## config.mk

```make
export PLATFORM = sky130hd
export DESIGN_NAME = acc_unit_flat
export DESIGN_NICKNAME = d
export VERILOG_FILES = /design/src/rtl/acc_pkg.sv /design/src/rtl/acc_if.sv /design/src/rtl/acc_alu.sv /design/src/rtl/acc_unit.sv /design/src/flat_wrapper.sv
export SDC_FILE = /design/constraint.sdc
export NUM_CORES = 1
export LEC_CHECK = 0
export BUFFER_PORTS_ARGS = -buffer_cell sky130_fd_sc_hd__buf_2
export CORE_ASPECT_RATIO = 1.1
export CORE_MARGIN = 2
export CORE_UTILIZATION = 35
export DETAILED_ROUTE_END_ITERATION = 8
export GPL_TIMING_DRIVEN = 1
export HOLD_SLACK_MARGIN = 0.12
export SLEW_MARGIN = 20
export SYNTH_ARGS = -nofsm -noshare
export SYNTH_HDL_FRONTEND = slang
export SYNTH_SLANG_ARGS = --single-unit
export TNS_END_PERCENT = 30
```

## constraint.sdc

```tcl
create_clock -name clk -period 4.04 [get_ports clk]
set_clock_uncertainty 0.15 [all_clocks]
set_input_delay 0.606 -clock clk [delete_from_list [all_inputs] [get_ports clk]]
set_output_delay 0.606 -clock clk [all_outputs]
set_load 0.005 [all_outputs]
```

## src/rtl/acc_pkg.sv

```systemverilog
// ============================================================================
// Module  : acc_pkg
// Brief   : Opcodes, ALU op/state encodings and flag indices for acc_unit.
// Revision: 1.0
// ============================================================================
`default_nettype none

package acc_pkg;

    localparam int OP_W = 24;

    localparam logic [OP_W-1:0] OP_LDA = 24'h888800;
    localparam logic [OP_W-1:0] OP_INC = 24'h888801;
    localparam logic [OP_W-1:0] OP_DEC = 24'h888802;
    localparam logic [OP_W-1:0] OP_ADD = 24'h888803;
    localparam logic [OP_W-1:0] OP_SUB = 24'h888804;
    localparam logic [OP_W-1:0] OP_AND = 24'h888805;
    localparam logic [OP_W-1:0] OP_OR  = 24'h888806;
    localparam logic [OP_W-1:0] OP_XOR = 24'h888807;
    localparam logic [OP_W-1:0] OP_SHL = 24'h888808;
    localparam logic [OP_W-1:0] OP_SHR = 24'h888809;
    localparam logic [OP_W-1:0] OP_CLR = 24'h88880A;

    typedef enum logic [3:0] {
        ALU_LDA = 4'd0,
        ALU_INC = 4'd1,
        ALU_DEC = 4'd2,
        ALU_ADD = 4'd3,
        ALU_SUB = 4'd4,
        ALU_AND = 4'd5,
        ALU_OR  = 4'd6,
        ALU_XOR = 4'd7,
        ALU_SHL = 4'd8,
        ALU_SHR = 4'd9,
        ALU_CLR = 4'd10,
        ALU_ILL = 4'd15
    } alu_op_e;

    typedef enum logic [0:0] {
        ST_IDLE  = 1'b0,
        ST_SHIFT = 1'b1
    } state_e;

    localparam int FLAG_Z = 0;
    localparam int FLAG_N = 1;
    localparam int FLAG_C = 2;
    localparam int FLAG_V = 3;
    localparam int FLAG_W = 4;

    // Compared zero-extended so an opcode bus wider than 24 bits never aliases.
    function automatic alu_op_e decode_op(input logic [31:0] code);
        alu_op_e op;
        case (code)
            32'(OP_LDA): op = ALU_LDA;
            32'(OP_INC): op = ALU_INC;
            32'(OP_DEC): op = ALU_DEC;
            32'(OP_ADD): op = ALU_ADD;
            32'(OP_SUB): op = ALU_SUB;
            32'(OP_AND): op = ALU_AND;
            32'(OP_OR):  op = ALU_OR;
            32'(OP_XOR): op = ALU_XOR;
            32'(OP_SHL): op = ALU_SHL;
            32'(OP_SHR): op = ALU_SHR;
            32'(OP_CLR): op = ALU_CLR;
            default:     op = ALU_ILL;
        endcase
        return op;
    endfunction

    function automatic logic is_shift(input alu_op_e op);
        return (op == ALU_SHL) || (op == ALU_SHR);
    endfunction

endpackage

`default_nettype wire

```

## src/rtl/acc_if.sv

```systemverilog
// ============================================================================
// Module  : acc_if
// Brief   : Decoder <-> accumulator bus: op handshake, operand, result, flags.
// Revision: 1.0
// ============================================================================
`default_nettype none

interface acc_if #(
    parameter int DATA_W   = 8,
    parameter int OPCODE_W = 24
);
    logic                acc_en;
    logic [OPCODE_W-1:0] opcode;
    logic                op_rdy;
    logic [DATA_W-1:0]   acc_data_in;
    logic [DATA_W-1:0]   acc_out;
    logic                busy;
    logic                op_done;
    logic                flag_z;
    logic                flag_n;
    logic                flag_c;
    logic                flag_v;
    logic                illegal_op;

    modport master (
        output acc_en, opcode, op_rdy, acc_data_in,
        input  acc_out, busy, op_done, flag_z, flag_n, flag_c, flag_v, illegal_op
    );

    modport slave (
        input  acc_en, opcode, op_rdy, acc_data_in,
        output acc_out, busy, op_done, flag_z, flag_n, flag_c, flag_v, illegal_op
    );
endinterface

`default_nettype wire

```

## src/rtl/acc_alu.sv

```systemverilog
// ============================================================================
// Module  : acc_alu
// Brief   : Combinational accumulator ALU; shifts are a single bit per call.
// Revision: 1.0
// ============================================================================
`default_nettype none

module acc_alu
    import acc_pkg::*;
#(
    parameter int DATA_W = 8,
    parameter int SAT_EN = 0
) (
    input  alu_op_e           op_i,
    input  logic [DATA_W-1:0] acc_i,
    input  logic [DATA_W-1:0] operand_i,
    output logic [DATA_W-1:0] res_o,
    output logic              c_o,
    output logic              v_o
);
    localparam int MSB = DATA_W - 1;

    logic [DATA_W-1:0] b;
    logic [DATA_W:0]   sum;
    logic [DATA_W:0]   diff;

    assign b    = ((op_i == ALU_INC) || (op_i == ALU_DEC)) ? DATA_W'(1) : operand_i;
    assign sum  = {1'b0, acc_i} + {1'b0, b};
    assign diff = {1'b0, acc_i} - {1'b0, b};

    always_comb begin
        res_o = acc_i;
        c_o   = 1'b0;
        v_o   = 1'b0;
        case (op_i)
            ALU_LDA: res_o = operand_i;
            ALU_INC, ALU_ADD: begin
                res_o = sum[DATA_W-1:0];
                c_o   = sum[DATA_W];
                v_o   = (acc_i[MSB] == b[MSB]) && (sum[MSB] != acc_i[MSB]);
                if ((SAT_EN != 0) && sum[DATA_W]) res_o = '1;
            end
            ALU_DEC, ALU_SUB: begin
                res_o = diff[DATA_W-1:0];
                c_o   = diff[DATA_W];
                v_o   = (acc_i[MSB] != b[MSB]) && (diff[MSB] != acc_i[MSB]);
                if ((SAT_EN != 0) && diff[DATA_W]) res_o = '0;
            end
            ALU_AND: res_o = acc_i & operand_i;
            ALU_OR:  res_o = acc_i | operand_i;
            ALU_XOR: res_o = acc_i ^ operand_i;
            ALU_SHL: begin
                res_o = {acc_i[DATA_W-2:0], 1'b0};
                c_o   = acc_i[MSB];
            end
            ALU_SHR: begin
                res_o = {1'b0, acc_i[DATA_W-1:1]};
                c_o   = acc_i[0];
            end
            ALU_CLR: res_o = '0;
            default: ;
        endcase
    end
endmodule

`default_nettype wire

```

## src/rtl/acc_unit.sv

```systemverilog
// ============================================================================
// Module  : acc_unit
// Brief   : Accumulator with flags, optional saturation and multi-cycle shifts.
// Revision: 1.0
// ============================================================================
`default_nettype none

module acc_unit
    import acc_pkg::*;
#(
    parameter int DATA_W   = 8,
    parameter int OPCODE_W = 24,
    parameter int SAT_EN   = 0,
    parameter int SHAMT_W  = $clog2(DATA_W)
) (
    input  logic clk,
    input  logic acc_rst_n,
    acc_if.slave bus
);
    state_e              state_q;
    alu_op_e             shop_q;
    logic [SHAMT_W-1:0]  cnt_q;
    logic [DATA_W-1:0]   acc_q;
    logic [FLAG_W-1:0]   flags_q;
    logic                busy_q;
    logic                done_q;
    logic                ill_q;

    alu_op_e             op_dec;
    alu_op_e             alu_op;
    logic [DATA_W-1:0]   alu_res;
    logic                alu_c;
    logic                alu_v;
    logic [SHAMT_W-1:0]  shamt;

    assign op_dec = decode_op(32'(bus.opcode));
    assign alu_op = (state_q == ST_SHIFT) ? shop_q : op_dec;
    assign shamt  = bus.acc_data_in[SHAMT_W-1:0];

    acc_alu #(
        .DATA_W (DATA_W),
        .SAT_EN (SAT_EN)
    ) u_alu (
        .op_i      (alu_op),
        .acc_i     (acc_q),
        .operand_i (bus.acc_data_in),
        .res_o     (alu_res),
        .c_o       (alu_c),
        .v_o       (alu_v)
    );

    always_ff @(posedge clk or negedge acc_rst_n) begin
        if (!acc_rst_n) begin
            state_q <= ST_IDLE;
            shop_q  <= ALU_SHL;
            cnt_q   <= '0;
            acc_q   <= '0;
            flags_q <= '0;
            busy_q  <= 1'b0;
            done_q  <= 1'b0;
            ill_q   <= 1'b0;
        end else begin
            done_q <= 1'b0;
            case (state_q)
                ST_IDLE: begin
                    if (bus.op_rdy && bus.acc_en) begin
                        if (op_dec == ALU_ILL) begin
                            ill_q  <= 1'b1;
                            done_q <= 1'b1;
                        end else if (is_shift(op_dec)) begin
                            ill_q <= 1'b0;
                            if (shamt == '0) begin
                                flags_q[FLAG_C] <= 1'b0;
                                flags_q[FLAG_Z] <= (acc_q == '0);
                                flags_q[FLAG_N] <= acc_q[DATA_W-1];
                                done_q          <= 1'b1;
                            end else begin
                                shop_q  <= op_dec;
                                cnt_q   <= shamt;
                                state_q <= ST_SHIFT;
                                busy_q  <= 1'b1;
                            end
                        end else begin
                            ill_q           <= 1'b0;
                            acc_q           <= alu_res;
                            flags_q[FLAG_C] <= alu_c;
                            flags_q[FLAG_V] <= alu_v;
                            flags_q[FLAG_Z] <= (alu_res == '0);
                            flags_q[FLAG_N] <= alu_res[DATA_W-1];
                            done_q          <= 1'b1;
                        end
                    end
                end
                ST_SHIFT: begin
                    // z/n only settle at completion; v is left untouched by shifts.
                    if (bus.acc_en) begin
                        acc_q           <= alu_res;
                        flags_q[FLAG_C] <= alu_c;
                        cnt_q           <= cnt_q - SHAMT_W'(1);
                        if (cnt_q == SHAMT_W'(1)) begin
                            state_q         <= ST_IDLE;
                            busy_q          <= 1'b0;
                            done_q          <= 1'b1;
                            flags_q[FLAG_Z] <= (alu_res == '0);
                            flags_q[FLAG_N] <= alu_res[DATA_W-1];
                        end
                    end
                end
                default: state_q <= ST_IDLE;
            endcase
        end
    end

    assign bus.acc_out    = acc_q;
    assign bus.busy       = busy_q;
    assign bus.op_done    = done_q;
    assign bus.flag_z     = flags_q[FLAG_Z];
    assign bus.flag_n     = flags_q[FLAG_N];
    assign bus.flag_c     = flags_q[FLAG_C];
    assign bus.flag_v     = flags_q[FLAG_V];
    assign bus.illegal_op = ill_q;
endmodule

`default_nettype wire

```

## src/flat_wrapper.sv

```systemverilog
// flat-port wrapper written by rule: the top's interface ports become plain ports
module acc_unit_flat import acc_pkg::*;
#(
    parameter int DATA_W   = 8,
    parameter int OPCODE_W = 24,
    parameter int SAT_EN   = 0,
    parameter int SHAMT_W  = $clog2(DATA_W)
)
  (clk, acc_rst_n, bus_acc_en, bus_opcode, bus_op_rdy, bus_acc_data_in, bus_acc_out, bus_busy, bus_op_done, bus_flag_z, bus_flag_n, bus_flag_c, bus_flag_v, bus_illegal_op);
  acc_if #(.DATA_W(DATA_W), .OPCODE_W(OPCODE_W)) bus_i ();
  input  logic clk;
  input  logic acc_rst_n;
  input wire logic [$bits(bus_i.acc_en)-1:0] bus_acc_en;
  input wire logic [$bits(bus_i.opcode)-1:0] bus_opcode;
  input wire logic [$bits(bus_i.op_rdy)-1:0] bus_op_rdy;
  input wire logic [$bits(bus_i.acc_data_in)-1:0] bus_acc_data_in;
  output wire logic [$bits(bus_i.acc_out)-1:0] bus_acc_out;
  output wire logic [$bits(bus_i.busy)-1:0] bus_busy;
  output wire logic [$bits(bus_i.op_done)-1:0] bus_op_done;
  output wire logic [$bits(bus_i.flag_z)-1:0] bus_flag_z;
  output wire logic [$bits(bus_i.flag_n)-1:0] bus_flag_n;
  output wire logic [$bits(bus_i.flag_c)-1:0] bus_flag_c;
  output wire logic [$bits(bus_i.flag_v)-1:0] bus_flag_v;
  output wire logic [$bits(bus_i.illegal_op)-1:0] bus_illegal_op;
  assign bus_i.acc_en = bus_acc_en;
  assign bus_i.opcode = bus_opcode;
  assign bus_i.op_rdy = bus_op_rdy;
  assign bus_i.acc_data_in = bus_acc_data_in;
  assign bus_acc_out = bus_i.acc_out;
  assign bus_busy = bus_i.busy;
  assign bus_op_done = bus_i.op_done;
  assign bus_flag_z = bus_i.flag_z;
  assign bus_flag_n = bus_i.flag_n;
  assign bus_flag_c = bus_i.flag_c;
  assign bus_flag_v = bus_i.flag_v;
  assign bus_illegal_op = bus_i.illegal_op;
  acc_unit #(.DATA_W(DATA_W), .OPCODE_W(OPCODE_W), .SAT_EN(SAT_EN), .SHAMT_W(SHAMT_W)) u_core (.clk(clk), .acc_rst_n(acc_rst_n), .bus(bus_i));
endmodule
```

==> flow_results.org, run 1 <==
** Pwr
- Static leakage :: around 2 nW
- The worst-case IR drop observed on VDD is around 110 uV.
- In this run the power density over the cells is 125 nW/um2.

** Logic synthesis
- Syn Inst Count :: 417
- The synthesized design contains 23 register bits.
- The Yosys step of the flow raised 0 warnings.
- Dividing the synthesized area by the synthesized cell count gives 7.92 um2.
- The share of synthesized area in the top cell type comes to 0.167.
- Yosys mapped the design onto 72 distinct sky130hd cell types.
- Part of the Yosys area used for sequential elements :: 0.175
- The commonest cells after synthesis are nand2_1 (41), ha_1 (37), nor2_1 (35).
- Leading register cell type out of synthesis :: dfrtp_1
- The most common cell in the synthesized netlist is nand2_1.
- Number of flops mapped to enable cells by yosys :: 0
- Synthesis produced a netlist with a net count of 492.
- Of all flip-flops after synthesis, the portion carrying an async set or reset was 1.00.
- After synthesis, the cell types taking the most area are dfrtp_1 (17%), ha_1 (14%), nand2_1 (4.7%).
- Cell area after synthesis :: 3300 um2
- Yosys top cell by area :: dfrtp_1

** Timing
- Minimum clock period after layout :: ~4200 ps
- Final period utilization :: 1.04
- Setup repair after global routing could not meet its margin everywhere.
- Slew at the pin closest to its max-slew limit :: 808 ps
- Max Clk Rate :: 238 MHz
- After layout, the worst setup slack is -164 ps.
- Setup violations remaining at the end of the flow were counted as 3.
- Max-slew violation count :: 0
- Number of hold-slack violations in the final timing report :: 0
- Slew margin rel. :: 0.457

** Placement
- The congestion estimate from routability-driven global placement came to 0.917.
- Buffers placed on the I/O ports in this run total 50.
- At the placement stage, the worst setup path has a slack of -404 ps.
- Half-perimeter wire length of the detailed placement result :: roughly 8.4 mm

** Run status
- Status :: complete, but fails checks
- Violations in the final reports :: setup timing

** Critical path
- Counting both buffers and inverters, the worst setup path holds a total of 3.
- The worst setup path is launched from an input pin.
- Largest fanout on the critical path :: 6
- Data on the critical path arrives at its endpoint at 4210 ps.
- Most frequent CP cell :: a21oi_2
- Worst path cell trace :: buf_6, nor4_4, buf_4, nand4b_4, o31ai_4, nand2_2, a211o_4, nand2_4, ha_4, inv_2, fa_2, o21bai_1, a21oi_2, nor2_2, mux2i_1, o2111ai_2, a21oi_2, o32ai_2, nor4b_2, a21o_1
- Slack of the worst reg-to-reg path :: 120 ps
- Cell with the largest stage delay on the worst path :: a211o_4
- Startpoint of the worst register-to-register path :: u_core.state_q
- The worst setup path is captured at a flip-flop.
- In this design, the stage delay of the slowest critical-path cell is 400 ps.
- In this design, the largest share of critical-path delay is due to compound AO/OA/AOI/OAI gates.
- Capturing point of the worst reg2reg path :: u_core.flags_q[0]
- Data on the critical path is required at its endpoint by a little over 4000 ps.
- Register-to-Register Path Depth :: 17
- By startpoint and endpoint, the worst setup path is classified as input pin to flip-flop.

** Clock network
- TritonCTS clock tree :: done
- For this design, the sink count on the clock tree is 23.
- After clock tree synthesis, the flow added hold-fix buffers numbering 0.
- Source-to-sink clock delay at the later pin of the worst-skew pair :: 260 ps
- Clock Path Buffers :: 2
- # H-tree levels :: 1
- TritonCTS Buffers :: 3
- CTS placed an instance of clkbuf_8 at the clock tree root.
- After clock tree synthesis, the clock-pin slew on the worst setup and hold paths is 80 ps.

** GRT
- Met3 usage in global routing :: 0.0283
- Global routing finished with a remaining overflow of 0.
- The first global-routing pass estimated approximately 17 mm of wire.
- Met1 track utilization from global routing :: 0.262
- Initial antenna violation count :: 0
- Overall track demand over capacity in global routing :: 0.205
- Via count of the first global-routing pass :: 3,476
- Met2 global-route usage :: 0.353
- Entering global routing, the biggest net connects 24 pins.
- The layer flagged by global routing as most heavily used is met2.

** Flow run
- MaxCap Viol Count :: 0

** Floorplanning
- Starting density of the core :: 0.357
- The floorplan has 37 rows.
- The floorplan step set the die height to 106 um.
- After floorplanning, the core was sized to cover a little over 9000 um2.
- 51 I/O pins were placed.
- X dimension of the die :: between 90 and 100 um
- Overall die area :: 10,200 um2

** Drt
- Vias post-DR :: 3,581
- Mean routed wirelength per cell :: about 17 um
- The count of nets left with antenna violations once routing finished came out at 0.
- DRC violation count after routing :: 0
- After detailed routing, the total wire length is 10.7 mm.
- Drt initial violations :: between 200 and 300
- Length of the first detailed-routing pass in iterations :: 4
- In the routed layout, each cell is associated on average with a via count of about 5.8.

** Finish
- Summing all multi-input logic gate instances after layout gives 2740 um2.
- Sequential cell area :: 577 um2
- 0 antenna diodes ended up in the layout.
- Fraction of final layout cells sized beyond drive strength 1 :: 0.334
- Fill cell total of the finished layout :: around 940
- Syn-to-layout area delta :: 30.0%
- Measured on the finished design, the core utilization comes to 0.464.
- For this run, the post-layout net count is 579.

** Min path
- Min-Delay Path Class :: input pin to async pin
[registers in the layout (all words and copies together), names as in the netlist]
signal,flops
u_core.flags_q,4
u_core.bus.busy,1
u_core.bus.op_done,1
u_core.bus.acc_out,8
u_core.cnt_q,3
u_core.bus.illegal_op,1
u_core.shop_q,4
u_core.state_q,1
[final cells by class]
cell class | count | area share
Timing Repair Buffer | 102 | 0.154
Clock buffer | 4 | 0.0105
Sequential cell | 23 | 0.134
Inverter | 33 | 0.0288
Tap cell | 117 | 0.0341
Multi-Input combinational cell | 341 | 0.639
[timing repair]
item,in CTS,in global routing
endpoints found under the setup margin,4,10
hold endpoints to repair,0,0
pin swaps,4,19
gates resized for setup,5,26
cloned,0,0
buffers inserted,0,10
[power by group]
part	internal, mW	switching, mW
logic	0.0762	0.0882
clock network	0.0703	0.0695
registers	0.231	0.0000851
total	0.377	0.158
[routing by layer]
layer,share of wire,up-vias
li1,-,1702
met1,0.42,1702
met2,0.49,148
met3,0.058,29
met4,0.033,0
met5,0,-
[stage by stage]
step           TNS [ps]  instance area [um2]  hold WS, ps  std cells  total power [mW]
4_1_cts            -145                 4080          175        610             0.525
5_1_grt           -1180                 4290          200        620             0.563
6_report           -260                 4290          155        620             0.535
3_3_place_gp      -1710                 4010          340        606             0.379
3_5_place_dp      -2230                 4010          344        606             0.382
2_1_floorplan      -137                 3430          160        417             0.311
[how the worst max path moves through the flow]
stage	startpoint	endpoint	slack, ps	cells past startpoint
floorplan	bus_opcode[6]	u_core.flags_q[0]	-100	17
global placement	bus_opcode[13]	u_core.flags_q[0]	-350	18
detailed placement	bus_opcode[6]	u_core.flags_q[0]	-400	20
CTS	bus_opcode[9]	u_core.flags_q[0]	-110	19
global route	bus_opcode[5]	u_core.flags_q[0]	-320	20
finish	bus_opcode[5]	u_core.flags_q[0]	-160	20
[cell usage in the layout (no fill, tap or decap), types with 3 or more instances in the layout]
master,count
o22ai_1,5
a21oi_1,22
dfrtp_1,22
a22oi_1,3
buf_6,3
nand2_4,3
nor2b_1,7
ha_1,32
nand2b_1,6
and3_1,4
o31a_1,4
nand2_1,35
o21ai_0,19
buf_4,52
buf_2,47
clkbuf_8,3
a31oi_1,12
nor2_1,33
a21o_1,9
a21oi_2,4
o31ai_4,3
mux2i_1,7
ha_4,5
nand4_1,5
nor3_1,8
xnor2_1,5
inv_1,32
nor3b_1,4
o211ai_1,3
nor4b_2,5
nor4_1,5
nor2_2,4
xor2_1,5
o32ai_2,3
nand3_1,15
nand2_2,3
[cells by family after synthesis]
logic type	Yosys count	synth area share
muxes	9	0.0280
adders and majority gates	39	0.152
xor gates and xnor gates	10	0.0265
and+or+nand+nor	157	0.268
DFF	23	0.175
buffers and inverters	53	0.0765
AOI/OAI and AO/OA	126	0.274
Note: power is estimated with default switching activity, not from simulation.
==> inputs of run 2 (changes only) <==
Settings changed: RECOVER_POWER set to 25.
==> run 2 against run 1 <==
Against the previous run: the flow still finishes with violations (setup timing); final area barely moved; wire length rose by 0.36%; via count fell by 0.17%; first-iteration DRC count did not move; highest routed layer unchanged; clock power barely moved.
==> flow_results.org, run 2 (synthesis results as in run 1) <==
** Run status
- Status :: complete, but fails checks (unchanged)
- Violations in the final reports :: setup timing (unchanged)

** Floorplanning
- CORE AREA :: 9260 um2 (unchanged)
- X dimension of the die :: 96.6 um (unchanged)
- The floorplan die area was 10,200 um2 (unchanged).
- Starting density of the core :: 0.357 (unchanged)
- The top-level port count was 51 (unchanged).
- The chip height came to 106 um (unchanged).
- The number of rows in the core area is 37 (unchanged).

** Timing
- Final number of setup-violating endpoints :: 3 (unchanged)
- Slew at the pin closest to its max-slew limit :: 1230 ps (was 808 ps)
- RSZ-0062 raised after global routing: yes (unchanged).
- The highest achievable clock rate was 238 MHz (about the same).
- The relative slew slack is 0.178 (was 0.457).
- Number of hold-slack violations in the final timing report :: 0 (unchanged)
- Minimum clock period after layout :: 4200 ps (about the same)
- Final worst-path setup slack :: -163 ps (was -164 ps)
- Max-slew violation count :: 0 (unchanged)
- The final period utilization came to 1.04 (about the same).
- The post-route setup TNS is -237 ps (was -260 ps).

** Pwr
- The static power due to leakage is 1.99 nW (about the same).
- The share of power burned in registers came to 0.432 (was 0.431).
- Share of total power in the clock network :: 0.261 (about the same)
- Max IR drop VDD :: 111 uV (about the same)
- Switching power as a share of total power :: 0.295 (about the same)
- The overall power of the completed layout is 0.534 mW (was 0.535 mW).
- The net switching power figure was 0.157 mW (was 0.158 mW).
- Int Power :: 0.377 mW (about the same)
- Combinational cell fraction of total power :: 0.307 (about the same)
- The power density relative to cell area was 124 nW/um2 (was 125 nW/um2).

** GRT
- The final global-route overflow total came to 0 (unchanged).
- The first-pass GRT wire length came to 17.3 mm (unchanged).
- Via count of the first global-routing pass :: 3,476 (unchanged)
- Overall track demand over capacity in global routing :: 0.205 (unchanged)
- Initial antenna violation count :: 0 (unchanged)
- Largest net degree at the start of global routing :: 24 (unchanged)

** Critical path
- Slack of the worst reg-to-reg path :: 120 ps (about the same)
- Crit start category :: input pin (unchanged)
- Most frequent CP cell :: a21oi_2 (unchanged)
- Largest incremental delay on the critical path :: 410 ps (was 400 ps)
- The reg-to-reg startpoint is u_core.state_q (unchanged).
- Crit. End Element :: flip-flop (unchanged)
- The kind of cell adding the most delay to the critical path is compound AO/OA/AOI/OAI gates (unchanged).
- Largest fanout on the critical path :: 6 (unchanged)
- The worst endpoint data arrival time is 4210 ps (about the same).
- Worst path cell trace: buf_6, nor4_4, buf_4, nand4b_4, o31ai_4, nand2_2, a211o_4, nand2_4, ha_4, inv_2, fa_2, o21bai_1, a21oi_2, nor2_2, mux2i_1, o2111ai_2, a21oi_2, o32ai_2, nor4b_2, a21o_1 (unchanged).
- Capturing point of the worst reg2reg path :: u_core.flags_q[0] (unchanged)
- The critical path data required time is 4050 ps (about the same).
- Register-to-Register Path Depth :: 17 (unchanged)
- The buffer and inverter count on the worst path came to 3 (unchanged).
- Cell with the largest stage delay on the worst path :: a211o_4 (unchanged)
- The category of the most critical setup path is input pin to flip-flop (unchanged).

** Flow run
- The count of maximum capacitance violations was 0 (unchanged).

** Min path
- The worst hold path terminates at u_core.flags_q[3].
- The worst hold path begins at u_core.flags_q[3].
- Hold Path Cell Cnt :: 1
- The kind of path behind the tightest hold check was flip-flop to flip-flop (was input pin to async pin).

** Finish
- The final cell count without fillers is 620 (unchanged).
- Largest register FFs :: 8 (unchanged)
- The area growth from synthesis to layout is 30.0% (about the same).
- Leading cell type in the layout, fill and taps excluded :: buf_4 (unchanged)
- Post-route cell area :: 4290 um2 (about the same)
- Commonest cells after routing, fill and taps aside: buf_4 (52), buf_2 (46), nand2_1 (35) (was buf_4 (52), buf_2 (47), nand2_1 (35)).
- The fraction of final layout cells sized beyond drive strength 1 was 0.332 (was 0.334).
- # diodes :: 0 (unchanged)
- Net total in the final layout :: 579 (unchanged)

** Clock network
- The deepest clock path buffer count is 2 (unchanged).
- The CTS root buffer was clkbuf_8 (unchanged).
- Source-to-sink clock delay at the later pin of the worst-skew pair :: 260 ps (about the same)
- The TritonCTS buffer count came to 3 (unchanged).
- The clock tree from TritonCTS was done (unchanged).
- CTS sink count :: 23 (unchanged)
- The clock-pin slew of the registers on the worst-case setup and hold paths came to 80 ps (about the same).
- # H-tree levels :: 1 (unchanged)

** Drt
- DRC violation count after routing :: 0 (unchanged)
- The first-iteration detailed-routing DRC count is 279 (unchanged).
- The wire length per cell is 17.3 um (about the same).
- The via density per instance is 5.77 (was 5.78).
- Post-route ant nets :: 0 (unchanged)
- The number of iterations in the first detailed-routing pass is 5 (was 4).
- The detailed-route via count came to 3,575 (was 3,581).
- Routed Wire Length :: 10.7 mm (about the same)

** Placement
- Port-buffer cells :: 50 (unchanged)
- The pre-CTS worst setup slack is -404 ps (unchanged).
- The HPWL reported at the end of detailed placement came to 8.37 mm (unchanged).
- Placed cells :: 606 (unchanged)
- DP Area :: 4010 um2 (unchanged)
- Final RePlAce weighted congestion :: 0.917 (unchanged)
==> run 2: per-stage QoR <==
step | utilization | hold WS [ps]
floorplan | - | 160
global route | 0.464 | 382
global placement | 0.433 | 340
finish | 0.464 | 358
detailed placement | 0.433 | 344
CTS | 0.441 | 175
==> run 2: layer usage <==
metal / part of all wire / wire length [um] / track usage / vias to the layer above
met5: 0 / 0 / 0 / -
met4: 0.030 / 318 / 0.0734 / 0
met3: 0.058 / 622 / 0.0283 / 28
met2: 0.49 / 5260 / 0.353 / 143
met1: 0.42 / 4530 / 0.262 / 1702
li1: - / - / - / 1702
==> run 2: worst reg2reg max path: stages (launching register included) <==
cell and delay (ps):
dfrtp_1 490, nand4b_4 260, o31ai_4 280, nand2_2 100, a211o_4 410, nand2_4 110, ha_4 140, inv_2 40
fa_2 350, o21bai_1 190, a21oi_2 110, nor2_2 120, mux2i_1 270, o2111ai_2 160, a21oi_2 160, o32ai_2 130
nor4b_2 200, a21o_1 160
==> run 2: final cells by class <==
cell class	instances	area [um2]
Clock buffer	4	45.0
Fill cell	939	4970
Tap cell	117	146
Multi-Input combinational cell	341	2740
Inverter	33	124
Sequential cell	23	577
Timing Repair Buffer	102	658
==> run 2: worst max path at each step <==
stage	startpoint	to	slack (ps)	cells after the start
2_1_floorplan	bus_opcode[6]	u_core.flags_q[0]	-100	17
6_report	bus_opcode[5]	u_core.flags_q[0]	-160	20
4_1_cts	bus_opcode[9]	u_core.flags_q[0]	-110	19
3_5_place_dp	bus_opcode[6]	u_core.flags_q[0]	-400	20
3_3_place_gp	bus_opcode[13]	u_core.flags_q[0]	-350	18
5_1_grt	bus_opcode[5]	u_core.flags_q[0]	-320	20
==> run 2: power by group through the flow <==
stage	Combinational, mW	Sequential (mW)	Clock [mW]
finish	0.164	0.231	0.139
CTS	0.150	0.231	0.144
global route	0.180	0.231	0.152
detailed placement	0.147	0.235	0
floorplan	0.0757	0.235	0
global placement	0.144	0.235	0
==> run 2: timing repair <==
item	CTS	global route
setup endpoints to repair	4	10
hold endpoints to repair	0	0
gates resized for setup	5	26
buffers inserted	0	10
hold buffers	0	0
pin swaps	4	19
